`src/rtl/pixel_pkg.sv`:
```
// Shared types and constants for the pixel compositor: play-window bounds,
// fade/layer enums, per-pixel pipeline flags and the colour palette.
package pixel_pkg;

    localparam logic [9:0] WIN_X_MIN = 10'd203;
    localparam logic [9:0] WIN_X_MAX = 10'd435;
    localparam logic [9:0] WIN_Y_MIN = 10'd152;
    localparam logic [9:0] WIN_Y_MAX = 10'd327;

    typedef enum logic [1:0] {
        SHOW_START = 2'd0,
        FADE_OUT   = 2'd1,
        FADE_IN    = 2'd2,
        SHOW_GAME  = 2'd3
    } fade_state_t;

    typedef enum logic {
        START = 1'b0,
        GAME  = 1'b1
    } layer_sel_t;

    typedef struct packed {
        logic       in_win;
        logic       cov_bar;
        logic       cov_kirby;
        logic       cov_star;
        logic       cov_enemy;
        layer_sel_t sel;
        logic [4:0] bright;
    } pix_flags_t;

    // Index 15 first: entry n sits at PALETTE[n].
    localparam logic [15:0][23:0] PALETTE = {
        24'h202020, 24'hF8A0C8, 24'h008040, 24'h804000,
        24'hC0C0C0, 24'h40C0FF, 24'hFF8040, 24'h808080,
        24'h00FFFF, 24'hFF00FF, 24'hFFFF00, 24'h0000FF,
        24'h00FF00, 24'hFF0000, 24'hFFFFFF, 24'h000000
    };

    function automatic logic [7:0] fade_chan(input logic [7:0] c, input logic [4:0] b, input int shift);
        logic [11:0] prod;
        prod = {4'd0, c} * {7'd0, b};
        return 8'(prod >> shift);
    endfunction

endpackage

```
`src/rtl/palette_lut.sv`:
```
// Palette lookup: 4-bit code to 24-bit RGB, registered. Forms the compose
// stage of the compositor pipeline.
module palette_lut
    import pixel_pkg::*;
(
    input  logic        Clk,
    input  logic        Reset_n,
    input  logic [3:0]  code,
    output logic [23:0] rgb
);

    logic [23:0] rgb_d;
    logic [23:0] rgb_q;

    // Combinational palette read.
    always_comb begin
        rgb_d = PALETTE[code];
    end

    // Compose register.
    always_ff @(posedge Clk or negedge Reset_n) begin
        if (!Reset_n) begin
            rgb_q <= 24'h000000;
        end else begin
            rgb_q <= rgb_d;
        end
    end

    assign rgb = rgb_q;

endmodule

```
`src/rtl/pixel_compositor.sv`:
```
// Layer compositor: registers sprite-ROM addresses, resolves priority and
// transparency on returned codes, applies the frame fade and drives RGB.
module pixel_compositor
    import pixel_pkg::*;
#(
    parameter int ROM_LAT     = 2,
    parameter int FADE_FRAMES = 8
) (
    input  logic        Clk,
    input  logic        Reset_n,
    input  logic [9:0]  DrawX,
    input  logic [9:0]  DrawY,
    input  logic        frame_tick,
    input  logic        game_start,
    input  logic [16:0] backindex,
    input  logic [17:0] areaindex,
    input  logic [17:0] kirbyindex,
    input  logic [16:0] starindex,
    input  logic [17:0] enemyindex,
    input  logic [16:0] barindex,
    input  logic [16:0] gamestartindex,
    output logic [16:0] back_addr,
    output logic [17:0] area_addr,
    output logic [17:0] kirby_addr,
    output logic [16:0] star_addr,
    output logic [17:0] enemy_addr,
    output logic [16:0] bar_addr,
    output logic [16:0] start_addr,
    input  logic [3:0]  back_code,
    input  logic [3:0]  area_code,
    input  logic [3:0]  kirby_code,
    input  logic [3:0]  star_code,
    input  logic [3:0]  enemy_code,
    input  logic [3:0]  bar_code,
    input  logic [3:0]  start_code,
    output logic [7:0]  Red,
    output logic [7:0]  Green,
    output logic [7:0]  Blue,
    output logic        pix_valid
);

    localparam int         FADE_SHIFT = $clog2(FADE_FRAMES);
    localparam logic [4:0] B_MAX      = 5'(FADE_FRAMES);

    fade_state_t state_q;
    logic [4:0]  b_q;
    layer_sel_t  sel_q;

    // Fade FSM; the pixel pipeline only ever sees its registered b/sel.
    always_ff @(posedge Clk or negedge Reset_n) begin
        if (!Reset_n) begin
            state_q <= SHOW_START;
            b_q     <= B_MAX;
            sel_q   <= START;
        end else if (frame_tick) begin
            case (state_q)
                SHOW_START, FADE_OUT: begin
                    if (game_start) begin
                        state_q <= SHOW_START;
                        b_q     <= B_MAX;
                        sel_q   <= START;
                    end else if (b_q == 5'd1) begin
                        state_q <= FADE_IN;
                        b_q     <= 5'd0;
                        sel_q   <= GAME;
                    end else begin
                        state_q <= FADE_OUT;
                        b_q     <= b_q - 5'd1;
                        sel_q   <= START;
                    end
                end
                FADE_IN, SHOW_GAME: begin
                    if (game_start) begin
                        state_q <= SHOW_START;
                        b_q     <= B_MAX;
                        sel_q   <= START;
                    end else if (b_q >= B_MAX - 5'd1) begin
                        state_q <= SHOW_GAME;
                        b_q     <= B_MAX;
                        sel_q   <= GAME;
                    end else begin
                        state_q <= FADE_IN;
                        b_q     <= b_q + 5'd1;
                        sel_q   <= GAME;
                    end
                end
                default: begin
                    state_q <= SHOW_START;
                    b_q     <= B_MAX;
                    sel_q   <= START;
                end
            endcase
        end
    end

    pix_flags_t flags_d, flags_q;
    pix_flags_t dly_d [ROM_LAT];
    pix_flags_t dly_q [ROM_LAT];
    pix_flags_t al_s;

    // Stage 0: window test and sprite coverage from the raw indices.
    always_comb begin
        flags_d.in_win    = (DrawX >= WIN_X_MIN) && (DrawX <= WIN_X_MAX) &&
                            (DrawY >= WIN_Y_MIN) && (DrawY <= WIN_Y_MAX);
        flags_d.cov_bar   = (barindex   != 17'd0);
        flags_d.cov_kirby = (kirbyindex != 18'd0);
        flags_d.cov_star  = (starindex  != 17'd0);
        flags_d.cov_enemy = (enemyindex != 18'd0);
        flags_d.sel       = sel_q;
        flags_d.bright    = b_q;
    end

    // Stage 1: ROM addresses and pixel flags.
    always_ff @(posedge Clk or negedge Reset_n) begin
        if (!Reset_n) begin
            back_addr  <= 17'd0;
            area_addr  <= 18'd0;
            kirby_addr <= 18'd0;
            star_addr  <= 17'd0;
            enemy_addr <= 18'd0;
            bar_addr   <= 17'd0;
            start_addr <= 17'd0;
            flags_q    <= '0;
        end else begin
            back_addr  <= backindex;
            area_addr  <= areaindex;
            kirby_addr <= kirbyindex;
            star_addr  <= starindex;
            enemy_addr <= enemyindex;
            bar_addr   <= barindex;
            start_addr <= gamestartindex;
            flags_q    <= flags_d;
        end
    end

    // Flag delay line feed, matching the ROM read latency.
    always_comb begin
        dly_d[0] = flags_q;
        for (int i = 1; i < ROM_LAT; i++) begin
            dly_d[i] = dly_q[i-1];
        end
    end

    // Flag delay line registers.
    always_ff @(posedge Clk or negedge Reset_n) begin
        if (!Reset_n) begin
            for (int i = 0; i < ROM_LAT; i++) begin
                dly_q[i] <= '0;
            end
        end else begin
            for (int i = 0; i < ROM_LAT; i++) begin
                dly_q[i] <= dly_d[i];
            end
        end
    end

    assign al_s = dly_q[ROM_LAT-1];

    logic [3:0]  win_code_s;
    logic        cmp_win_d, cmp_win_q;
    logic [4:0]  cmp_b_d, cmp_b_q;
    logic [23:0] pal_rgb_s;

    // Priority resolution; an uncovered sprite is ignored whatever its ROM returns.
    always_comb begin
        if (al_s.sel == START) begin
            win_code_s = start_code;
        end else if (al_s.cov_bar && (bar_code != 4'd0)) begin
            win_code_s = bar_code;
        end else if (al_s.cov_kirby && (kirby_code != 4'd0)) begin
            win_code_s = kirby_code;
        end else if (al_s.cov_star && (star_code != 4'd0)) begin
            win_code_s = star_code;
        end else if (al_s.cov_enemy && (enemy_code != 4'd0)) begin
            win_code_s = enemy_code;
        end else if (area_code != 4'd0) begin
            win_code_s = area_code;
        end else begin
            win_code_s = back_code;
        end
        cmp_win_d = al_s.in_win;
        cmp_b_d   = al_s.bright;
    end

    palette_lut u_palette_lut (
        .Clk     (Clk),
        .Reset_n (Reset_n),
        .code    (win_code_s),
        .rgb     (pal_rgb_s)
    );

    // Compose-stage side flags, alongside the palette register.
    always_ff @(posedge Clk or negedge Reset_n) begin
        if (!Reset_n) begin
            cmp_win_q <= 1'b0;
            cmp_b_q   <= 5'd0;
        end else begin
            cmp_win_q <= cmp_win_d;
            cmp_b_q   <= cmp_b_d;
        end
    end

    logic [7:0] red_d, green_d, blue_d, red_q, green_q, blue_q;
    logic       valid_d, valid_q;

    // Fade scaling and window blanking.
    always_comb begin
        if (cmp_win_q) begin
            red_d   = fade_chan(pal_rgb_s[23:16], cmp_b_q, FADE_SHIFT);
            green_d = fade_chan(pal_rgb_s[15:8],  cmp_b_q, FADE_SHIFT);
            blue_d  = fade_chan(pal_rgb_s[7:0],   cmp_b_q, FADE_SHIFT);
            valid_d = 1'b1;
        end else begin
            red_d   = 8'd0;
            green_d = 8'd0;
            blue_d  = 8'd0;
            valid_d = 1'b0;
        end
    end

    // Output register.
    always_ff @(posedge Clk or negedge Reset_n) begin
        if (!Reset_n) begin
            red_q   <= 8'd0;
            green_q <= 8'd0;
            blue_q  <= 8'd0;
            valid_q <= 1'b0;
        end else begin
            red_q   <= red_d;
            green_q <= green_d;
            blue_q  <= blue_d;
            valid_q <= valid_d;
        end
    end

    assign Red       = red_q;
    assign Green     = green_q;
    assign Blue      = blue_q;
    assign pix_valid = valid_q;

endmodule

```
`config.mk`:
```
export PLATFORM = sky130hd
export DESIGN_NAME = pixel_compositor
export DESIGN_NICKNAME = d
export VERILOG_FILES = /design/src/rtl/pixel_pkg.sv /design/src/rtl/palette_lut.sv /design/src/rtl/pixel_compositor.sv
export SDC_FILE = /design/constraint.sdc
export NUM_CORES = 1
export LEC_CHECK = 0
export CAP_MARGIN = 20
export CELL_PAD_IN_SITES_DETAIL_PLACEMENT = 2
export CELL_PAD_IN_SITES_GLOBAL_PLACEMENT = 2
export CORE_MARGIN = 1.5
export CORE_UTILIZATION = 32
export CTS_BUF_LIST = sky130_fd_sc_hd__clkbuf_8
export CTS_CLUSTER_DIAMETER = 100
export DETAILED_ROUTE_END_ITERATION = 10
export GPL_ROUTABILITY_DRIVEN = 0
export PLACE_DENSITY_LB_ADDON = 0.1
export RECOVER_POWER = 50
export SKIP_CTS_REPAIR_TIMING = 1
export SLEW_MARGIN = 20
export SYNTH_ARGS = -nofsm -noshare
export SYNTH_HDL_FRONTEND = slang
export SYNTH_SLANG_ARGS = --single-unit
```
`constraint.sdc`:
```
create_clock -name Clk -period 13.25 [get_ports Clk]
set_clock_uncertainty 0.2 [all_clocks]
set_input_delay 3.3125 -clock Clk [delete_from_list [all_inputs] [get_ports Clk]]
set_output_delay 3.3125 -clock Clk [all_outputs]
set_load 0.005 [all_outputs]
```
After elaboration in Yosys (flattened, before gate mapping)

Memories as Yosys holds them, arrays and structs flattened. A register that Yosys moved wholly into a read port is not among the register bits.
Index checks and enable logic that the tools add are counted.

Add/subtract/negate cells: 2
$mul: 3
Order comparisons: 5
Eq/ne operators: 4
Muxes and demuxes: 24
Reductions and logical operators: 20

Operator list:

| kind                | number |
|---|---|
| $reduce_bool 18->1  | 2 |
| $reduce_bool 17->1  | 2 |
| $mul 8x5->11        | 3 |
| $mux 4              | 6 |
| $mux 8              | 3 |
| $ge 10x8->1 const B | 2 |
| $le 10x9->1 const B | 2 |
| $mux 5              | 4 |
| $reduce_bool 4->1   | 5 |
| $pmux 5 s2          | 1 |
| $logic_and 1x1->1   | 7 |
| $mux 2              | 3 |
| $add 5x1->5 const B | 1 |
| $eq 5x1->1 const B  | 1 |
| $ge 5x3->1 const B  | 1 |
| $mux 1              | 5 |
| $sub 5x1->5 const B | 1 |
| $eq 2x2->1 const B  | 2 |
| $pmux 2 s2          | 1 |
| $reduce_or 2->1     | 2 |
| $eq 2x1->1 const B  | 1 |
| $logic_not 2->1     | 1 |
| $pmux 1 s2          | 1 |
| $logic_not 1->1     | 1 |

Flip-flop bits (word level): 194
ROM bits: 384
Input bits: 174
Memories: 1

Memories:

| memory          | words | bits a word | rd ports | clocked after Yosys merged registers in | write ports | line              | RTL |
|---|---|---|---|---|---|---|---|
| (no name shown) | 16    | 24          | 1        | 1                                       | 0           | palette_lut.sv:17 | `rgb_d = PALETTE[code];` |

Logic depth before layout (Yosys ltp)

Gate-level depths: netlist of the first run.

Depth after elaboration: 7
Mapped depth: 16
Gate-level depth less buffers: 14

Modules after synthesis

Synthesis of the first run repeated with hierarchy kept, for this count alone.

Cell total of the unflattened synthesis: 790
Area, all modules: 9,633.0 µm²

By module, submodules not included:

| module           | instances | cells an instance | area an instance (µm²) |
|---|---|---|---|
| pixel_compositor | 1         | 715               | 8,824.7 |
| palette_lut      | 1         | 75                | 808.3 |

Worst setup path after synthesis of the first run

OpenSTA, ideal clock, no wires.

Kind: input-to-reg
Start point: in star_code[3]
End point: reg u_palette_lut.rgb_q[5] (netlist: u_palette_lut.rgb[5])
Library setup time: 135 ps
Data arrival time: 5,122 ps
Data required time: 12,915 ps
Setup slack: 7,793 ps
Stages on the path: 7
Cells stage by stage: o41a_1 > o311a_1 > o31ai_4 > inv_1 > ha_1 > mux2i_1 > mux2i_1

Longest elaborated chain between the ends: 6

RTL lines:

| item              | line                    | RTL |
|---|---|---|
| start, declared   | pixel_compositor.sv:32  | `input logic [3:0] star_code,` |
| $reduce_bool 4->1 | pixel_compositor.sv:172 | `end else if (al_s.cov_star && (star_code != 4'd0)) begin` |
| $logic_and 1x1->1 | pixel_compositor.sv:172 |  |
| $mux 4 *          | pixel_compositor.sv:172 |  |
| $mux 4 *          | pixel_compositor.sv:170 | `end else if (al_s.cov_kirby && (kirby_code != 4'd0)) begin` |
| $mux 4 *          | pixel_compositor.sv:168 | `end else if (al_s.cov_bar && (bar_code != 4'd0)) begin` |
| $mux 4 *          | pixel_compositor.sv:166 | `if (al_s.sel == START) begin` |
| end, declared     | palette_lut.sv:13       | `logic [23:0] rgb_q;` |

Every way passes the cells marked *; elsewhere a longest branch is shown, timed or not.
A chain may end at the register's enable or synchronous reset.

==> impl_metrics.xml, run 1 <==
<?xml version="1.0" encoding="UTF-8"?>
<metrics>
  <group name="finish">
    <metric name="flow.area_growth_from_synthesis" unit="%">46.6</metric>
    <metric name="fillerInstances" unit="">2892</metric>
    <metric name="fin_area" unit="µm²">13900</metric>
    <metric name="final_layout_size_suffix_gt1_frac" unit="">0.0576</metric>
    <metric name="post_layout_nonfiller_instances" unit="">1547</metric>
    <metric name="final_core_utilization" unit="">0.479</metric>
    <metric name="final_common_cell" unit="">dfrtp_1</metric>
    <metric name="seq_area" unit="µm²">5160</metric>
    <metric name="finalNetCount" unit="">1397</metric>
    <metric name="most-common-layout-cells" unit="">dfrtp_1, clkdlybuf4s50_1, dlygate4sd3_1</metric>
    <metric name="multiInputGateArea" unit="µm²">3930</metric>
  </group>
  <group name="die">
    <metric name="io_pins" unit="">321</metric>
    <metric name="core_area" unit="µm²">28900</metric>
    <metric name="floorplan.die_area" unit="µm²">30600</metric>
    <metric name="initial_utilization" unit="">0.327</metric>
    <metric name="die_width" unit="µm">175</metric>
    <metric name="die_y" unit="µm">175</metric>
    <metric name="placement_rows" unit="">62</metric>
  </group>
  <group name="worst_setup_path">
    <metric name="worstPathRequired" unit="ns">13.58</metric>
    <metric name="timing.critical_path.slowest_stage_cell" unit="">clkbuf_1</metric>
    <metric name="worstRegToRegCells" unit="">14</metric>
    <metric name="critical_path_class" unit="">input pin to asynchronous set/reset pin</metric>
    <metric name="path_buf_inv" unit="">2</metric>
    <metric name="setup.worst_path.start_class" unit="">input pin</metric>
    <metric name="crit_family" unit="">buffers and inverters</metric>
    <metric name="critical_path.endpoint_type" unit="">asynchronous set/reset pin</metric>
    <metric name="worstPathArrival" unit="ns">7.30</metric>
    <metric name="cp_num_cells" unit="">2</metric>
    <metric name="setup.reg_to_reg.worst_slack" unit="ns">8.46</metric>
    <metric name="worst-path-max-fanout" unit="">77</metric>
    <metric name="timing.critical_path.slowest_cell_delay" unit="ns">2.80</metric>
    <metric name="crit_path_cell_trace" unit="">clkbuf_1 -&gt; buf_4</metric>
  </group>
  <group name="timing">
    <metric name="setup_viol_count_final" unit="">0</metric>
    <metric name="worst_slew_pin_slew" unit="ns">4.05</metric>
    <metric name="maxSlewViolCount" unit="">74</metric>
    <metric name="fmax" unit="GHz">0.143</metric>
    <metric name="setup_repair_after_global_routing_missed_its_margin" unit="">false</metric>
    <metric name="fin_crit_sh" unit="">0.526</metric>
    <metric name="layout_min_cycle_time" unit="ns">6.97</metric>
    <metric name="fin_tns_setup" unit="ns">0</metric>
    <metric name="hold_ws" unit="ns">0.144</metric>
    <metric name="maxSlewHeadroom" unit="">-1.70</metric>
    <metric name="report.final.hold_viol_count" unit="">0</metric>
  </group>
  <group name="global_routing">
    <metric name="groute.usage.overall" unit="">0.206</metric>
    <metric name="via_count_of_the_first_global_routing_pass" unit="">8726</metric>
    <metric name="global_route.overflow_total" unit="">0</metric>
    <metric name="grt_start_max_net_pins" unit="">78</metric>
    <metric name="wire_length_of_the_first_global_routing_pass" unit="µm">48400</metric>
    <metric name="antenna_found_initial" unit="">16</metric>
  </group>
  <group name="status">
    <metric name="outcome" unit="">finished with violations</metric>
    <metric name="failed_checks" unit="">capacitance limit, slew limit</metric>
  </group>
  <group name="yosys">
    <metric name="yosysSeqAreaShare" unit="">0.545</metric>
    <metric name="ys_ff_latch" unit="">206</metric>
    <metric name="yosys_warnings" unit="">0</metric>
    <metric name="yosysUniqueCellTypes" unit="">62</metric>
    <metric name="ys_async_sr_fraction" unit="">1.00</metric>
    <metric name="synth_cells" unit="">782</metric>
    <metric name="synth_area" unit="µm²">9460</metric>
    <metric name="synth_nets" unit="">1055</metric>
    <metric name="synthFlopType" unit="">dfrtp_1</metric>
    <metric name="avgSynthCellArea" unit="µm²">12.1</metric>
    <metric name="synth_enable_flop_cells" unit="">0</metric>
  </group>
  <group name="power">
    <metric name="power_leakage" unit="nW">6.27</metric>
    <metric name="max-vdd-ir-drop" unit="mV">0.0934</metric>
    <metric name="power_per_cell_area" unit="nW/µm²">146</metric>
  </group>
  <group name="detailed_routing">
    <metric name="detailroute.via_count" unit="">7337</metric>
    <metric name="first_pass_iters" unit="">4</metric>
    <metric name="first_iter_violations" unit="">169</metric>
    <metric name="avgViaCountPerCell" unit="">4.74</metric>
    <metric name="drt-wirelength-per-cell" unit="µm">20.4</metric>
    <metric name="drc_errors" unit="">0</metric>
    <metric name="finalWirelength" unit="µm">31500</metric>
    <metric name="postRouteAntennaNets" unit="">0</metric>
  </group>
  <group name="clock_tree">
    <metric name="cts_htree_levels" unit="">2</metric>
    <metric name="number_of_cts_inserted_buffers" unit="">39</metric>
    <metric name="clock_latency" unit="ns">0.55</metric>
    <metric name="tritoncts" unit="">built</metric>
    <metric name="ctsLongestPathBuffers" unit="">3</metric>
    <metric name="numClockSinks" unit="">206</metric>
    <metric name="ctsRootBufferMaster" unit="">clkbuf_8</metric>
    <metric name="cts.reportedPaths.clkPinSlew" unit="ns">0.06</metric>
  </group>
  <group name="placed_design">
    <metric name="place_hpwl" unit="µm">23500</metric>
    <metric name="placed_cells" unit="">1467</metric>
    <metric name="dpl_cell_area" unit="µm²">13100</metric>
    <metric name="count_of_buffers_from_port_buffering" unit="">317</metric>
  </group>
  <group name="min_path">
    <metric name="worstHoldPathCells" unit="">0</metric>
    <metric name="min-delay-path-class" unit="">flop to flop</metric>
  </group>
  <group name="job">
    <metric name="count_of_maximum_capacitance_violations" unit="">1</metric>
  </group>
</metrics>
## cells by family after synthesis
kind of cell / after synthesis / share of synthesized area
AND/OR/NAND/NOR: 239 / 0.133
adder cells (fa/ha/maj): 101 / 0.165
buffers and inverters: 95 / 0.0393
AO/OA/AOI/OAI: 101 / 0.0796
flip-flops: 206 / 0.545
XOR/XNOR: 29 / 0.0268
multiplexers: 11 / 0.0118
## per-layer routing
metal  global-route usage  wire, µm  up-vias
met3               0.0914      2900       60
met1                0.208     11000     3711
met2                0.370     16500      222
li1                     -         -     3340
met5              0.00801        44        -
met4               0.0801      1060        4
## synthesized netlist by cell type (3+ instances only)
| library cell | number | area [µm²] |
|---|---|---|
| o21ai_1 | 7 | 35.0 |
| inv_1 | 77 | 289 |
| xor2_1 | 9 | 78.8 |
| mux2i_1 | 10 | 100 |
| nor4b_1 | 5 | 43.8 |
| ha_1 | 59 | 738 |
| nor2_1 | 37 | 139 |
| o21a_1 | 3 | 22.5 |
| nor4_1 | 13 | 81.3 |
| or4_1 | 7 | 52.6 |
| xnor2_1 | 20 | 175 |
| a21oi_1 | 20 | 100 |
| a211oi_1 | 7 | 52.6 |
| fa_1 | 40 | 801 |
| o41ai_1 | 5 | 43.8 |
| nor3_1 | 10 | 50.1 |
| nor3b_1 | 6 | 45.0 |
| nand2b_1 | 15 | 93.8 |
| clkbuf_1 | 15 | 56.3 |
| and4_1 | 3 | 26.3 |
| a21o_1 | 5 | 37.5 |
| or3_1 | 3 | 18.8 |
| o21ai_0 | 19 | 95.1 |
| nand4_1 | 5 | 31.3 |
| nand3_1 | 14 | 70.1 |
| nand2_1 | 68 | 255 |
| dfrtp_1 | 205 | 5130 |
| and2_1 | 44 | 275 |
| a31oi_1 | 3 | 18.8 |
## cell type report
type                            count  area share
Clock inverter                     14     0.00839
Clock buffer                       49      0.0486
Inverter                           77      0.0208
Multi-Input combinational cell    481       0.283
Timing Repair Buffer              319       0.229
Tap cell                          384      0.0346
Antenna cell                       17     0.00307
Sequential cell                   206       0.372
## power breakdown
group / total [mW] / switching, mW / internal, mW
Sequential: 0.732 / 0.0528 / 0.680
Clock: 0.642 / 0.273 / 0.369
Combinational: 0.656 / 0.347 / 0.309
Total: 2.03 / 0.672 / 1.36
## sequential cells by signal, summed over array words and instances (netlist names), 5 cells and up
| name | count |
|---|---|
| bar_addr | 17 |
| kirby_addr | 18 |
| b_q | 5 |
| dly_d | 22 |
| cmp_b_q | 5 |
| area_addr | 18 |
| cmp_b_d | 5 |
| Red | 8 |
| al_s | 5 |
| u_palette_lut.rgb | 14 |
| enemy_addr | 18 |
| Blue | 8 |
| back_addr | 17 |
| Green | 8 |
| star_addr | 17 |
| start_addr | 17 |
## through the flow
stage	total power, mW	setup slack, ns
6_report	2.03	6.28
5_1_grt	2.19	5.38
4_1_cts	2.08	7.46
3_5_place_dp	1.42	6.89
3_3_place_gp	1.39	6.95
2_1_floorplan	1.16	7.79
## worst paths after layout
path	to	startpoint
min in group asynchronous	star_addr[16]	Reset_n
worst min register to register	cmp_b_d[3]	dly_d[3]
worst max-delay path	start_addr[8]	Reset_n
max in group Clk	u_palette_lut.rgb[3]	kirby_code[3]
worst min-delay path	cmp_b_d[3]	dly_d[3]
worst max register to register	Red[6]	cmp_b_q[3]
Power figures use the tool's default switching activity.
==> inputs of run 2 (changes only) <==
CORE_UTILIZATION = 27   (was 32)
clock period = 5.61 ns   (was 13.25 ns; I/O delays follow)
==> impl_metrics.xml, run 2 (synthesis results as in run 1) <==
<?xml version="1.0" encoding="UTF-8"?>
<metrics>
  <group name="power">
    <metric name="power_per_cell_area" unit="nW/µm²">348</metric>
    <metric name="power_leakage" unit="nW">6.34</metric>
    <metric name="max-vdd-ir-drop" unit="mV">0.155</metric>
  </group>
  <group name="detailed_routing">
    <metric name="avgViaCountPerCell" unit="">4.46</metric>
    <metric name="postRouteAntennaNets" unit="">0</metric>
    <metric name="drc_errors" unit="">0</metric>
    <metric name="first_pass_iters" unit="">4</metric>
    <metric name="finalWirelength" unit="µm">28900</metric>
    <metric name="drt-wirelength-per-cell" unit="µm">17.8</metric>
    <metric name="first_iter_violations" unit="">141</metric>
    <metric name="detailroute.via_count" unit="">7223</metric>
  </group>
  <group name="finish">
    <metric name="most-common-layout-cells" unit="">dfrtp_1, clkdlybuf4s50_1, dlygate4sd3_1</metric>
    <metric name="final_common_cell" unit="">dfrtp_1</metric>
    <metric name="final_core_utilization" unit="">0.406</metric>
    <metric name="largest_register_ff_count" unit="">22</metric>
    <metric name="final_layout_size_suffix_gt1_frac" unit="">0.0682</metric>
    <metric name="fillerInstances" unit="">3629</metric>
    <metric name="finalNetCount" unit="">1403</metric>
    <metric name="flow.area_growth_from_synthesis" unit="%">48.4</metric>
  </group>
  <group name="worst_setup_path">
    <metric name="timing.critical_path.slowest_stage_cell" unit="">dfrtp_1</metric>
    <metric name="crit_path_cell_trace" unit="">xor2_1 -&gt; xor2_1 -&gt; nand2_1 -&gt; fa_1 -&gt; fa_1 -&gt; inv_1 -&gt; ha_1 -&gt; a21o_1 -&gt; a21oi_1 -&gt; o21ai_0 -&gt; o41ai_1 -&gt; xnor2_1 -&gt; nor2_1</metric>
    <metric name="setup.reg_to_reg.worst_slack" unit="ns">1.19</metric>
    <metric name="crit-reg2reg-launch" unit="">cmp_b_q[3]</metric>
    <metric name="crit_family" unit="">adder cells</metric>
    <metric name="worstRegToRegCells" unit="">13</metric>
    <metric name="critical_path.endpoint_type" unit="">flop</metric>
    <metric name="worstPathArrival" unit="ns">4.67</metric>
    <metric name="path_buf_inv" unit="">1</metric>
    <metric name="timing.critical_path.slowest_cell_delay" unit="ns">0.66</metric>
    <metric name="worstPathRequired" unit="ns">5.86</metric>
    <metric name="setup.worst_path.start_class" unit="">flop</metric>
    <metric name="critical_path_class" unit="">flop to flop</metric>
    <metric name="critical_path.reg2reg.endpoint" unit="">Green[7]</metric>
    <metric name="worst-path-max-fanout" unit="">13</metric>
  </group>
  <group name="timing">
    <metric name="worst_slew_pin_slew" unit="ns">2.66</metric>
    <metric name="setup_viol_count_final" unit="">0</metric>
    <metric name="maxSlewViolCount" unit="">110</metric>
    <metric name="report.final.hold_viol_count" unit="">0</metric>
    <metric name="fin_crit_sh" unit="">0.787</metric>
    <metric name="maxSlewHeadroom" unit="">-0.771</metric>
    <metric name="layout_min_cycle_time" unit="ns">4.42</metric>
    <metric name="setup_repair_after_global_routing_missed_its_margin" unit="">false</metric>
    <metric name="fmax" unit="GHz">0.226</metric>
    <metric name="fin_tns_setup" unit="ns">0</metric>
  </group>
  <group name="job">
    <metric name="count_of_maximum_capacitance_violations" unit="">1</metric>
  </group>
  <group name="global_routing">
    <metric name="wire_length_of_the_first_global_routing_pass" unit="µm">46500</metric>
    <metric name="grt_start_max_net_pins" unit="">110</metric>
    <metric name="antenna_found_initial" unit="">11</metric>
    <metric name="global_route.overflow_total" unit="">0</metric>
    <metric name="via_count_of_the_first_global_routing_pass" unit="">8381</metric>
    <metric name="groute.usage.overall" unit="">0.167</metric>
  </group>
  <group name="die">
    <metric name="io_pins" unit="">321</metric>
    <metric name="die_width" unit="µm">190</metric>
    <metric name="core_area" unit="µm²">34500</metric>
    <metric name="initial_utilization" unit="">0.274</metric>
    <metric name="floorplan.die_area" unit="µm²">36200</metric>
    <metric name="placement_rows" unit="">68</metric>
    <metric name="die_y" unit="µm">190</metric>
  </group>
  <group name="clock_tree">
    <metric name="cts_htree_levels" unit="">2</metric>
    <metric name="number_of_cts_inserted_buffers" unit="">41</metric>
    <metric name="numClockSinks" unit="">206</metric>
    <metric name="cts.reportedPaths.clkPinSlew" unit="ns">0.06</metric>
    <metric name="ctsLongestPathBuffers" unit="">3</metric>
    <metric name="tritoncts" unit="">built</metric>
    <metric name="ctsRootBufferMaster" unit="">clkbuf_8</metric>
    <metric name="clock_latency" unit="ns">0.58</metric>
  </group>
  <group name="min_path">
    <metric name="hold_path_startpoint" unit="">dly_d[5]</metric>
    <metric name="endpoint_worst_hold" unit="">al_s[5]</metric>
    <metric name="worstHoldPathCells" unit="">0</metric>
    <metric name="min-delay-path-class" unit="">flop to flop</metric>
  </group>
  <group name="status">
    <metric name="failed_checks" unit="">capacitance limit, slew limit</metric>
    <metric name="outcome" unit="">finished with violations</metric>
  </group>
  <group name="placed_design">
    <metric name="count_of_buffers_from_port_buffering" unit="">317</metric>
    <metric name="place_hpwl" unit="µm">23000</metric>
  </group>
</metrics>
## run 2: layer usage
| layer | part of all wire | up-vias | track usage |
|---|---|---|---|
| li1 | - | 3347 | - |
| met1 | 0.38 | 3611 | 0.180 |
| met2 | 0.51 | 206 | 0.293 |
| met3 | 0.086 | 53 | 0.0672 |
| met4 | 0.027 | 6 | 0.0660 |
| met5 | 0.0016 | - | 0 |
## run 2: through the flow
| stage | instances | setup WS [ns] | hold slack (ns) | total power [mW] | cell area (µm²) |
|---|---|---|---|---|---|
| floorplan | 782 | 1.17 | 0.131 | 2.75 | 9460 |
| global placement | 1542 | 1.15 | 0.131 | 3.32 | 13200 |
| detailed placement | 1542 | 1.19 | 0.136 | 3.35 | 13200 |
| CTS | 1613 | 1.16 | 0.139 | 5.04 | 14000 |
| global route | 1617 | 0.922 | 0.147 | 5.30 | 14000 |
| finish | 1620 | 1.19 | 0.147 | 4.89 | 14000 |
## run 2: area by class of cell
cell class                      count  area (µm²)  share of cell area
Sequential cell                   206        5160               0.367
Clock buffer                       47         647              0.0461
Timing Repair Buffer              323        3210               0.229
Multi-Input combinational cell    481        3940               0.280
Inverter                           77         289              0.0206
Antenna cell                        7        17.5             0.00125
Tap cell                          455         569              0.0405
Clock inverter                     24         214              0.0152
## run 2: report_power, final
part,leakage [nW],total (mW),internal (mW),switching (mW)
registers,2.46,1.71,1.61,0.109
clock network,0.477,1.62,0.948,0.676
logic,3.40,1.55,0.733,0.820
total,6.34,4.89,3.29,1.61
## run 2: how the worst max path moves through the flow
stage                    start       end  slack (ns)  cells after the start
finish              cmp_b_q[3]  Green[7]        1.19                     13
CTS                 cmp_b_q[3]  Green[7]        1.16                     13
global placement    cmp_b_q[3]  Green[7]        1.15                     13
floorplan           cmp_b_q[3]    Red[6]        1.17                     15
detailed placement  cmp_b_q[3]  Green[7]        1.19                     13
global route        cmp_b_q[3]  Green[7]        0.92                     13
## run 2: worst register-to-register path, stage by stage, from the launching register on
cell and delay (ns):
dfrtp_1 0.66, xor2_1 0.28, xor2_1 0.26, nand2_1 0.21
fa_1 0.55, fa_1 0.54, inv_1 0.04, ha_1 0.34
a21o_1 0.20, a21oi_1 0.24, o21ai_0 0.19, o41ai_1 0.35
xnor2_1 0.17, nor2_1 0.06
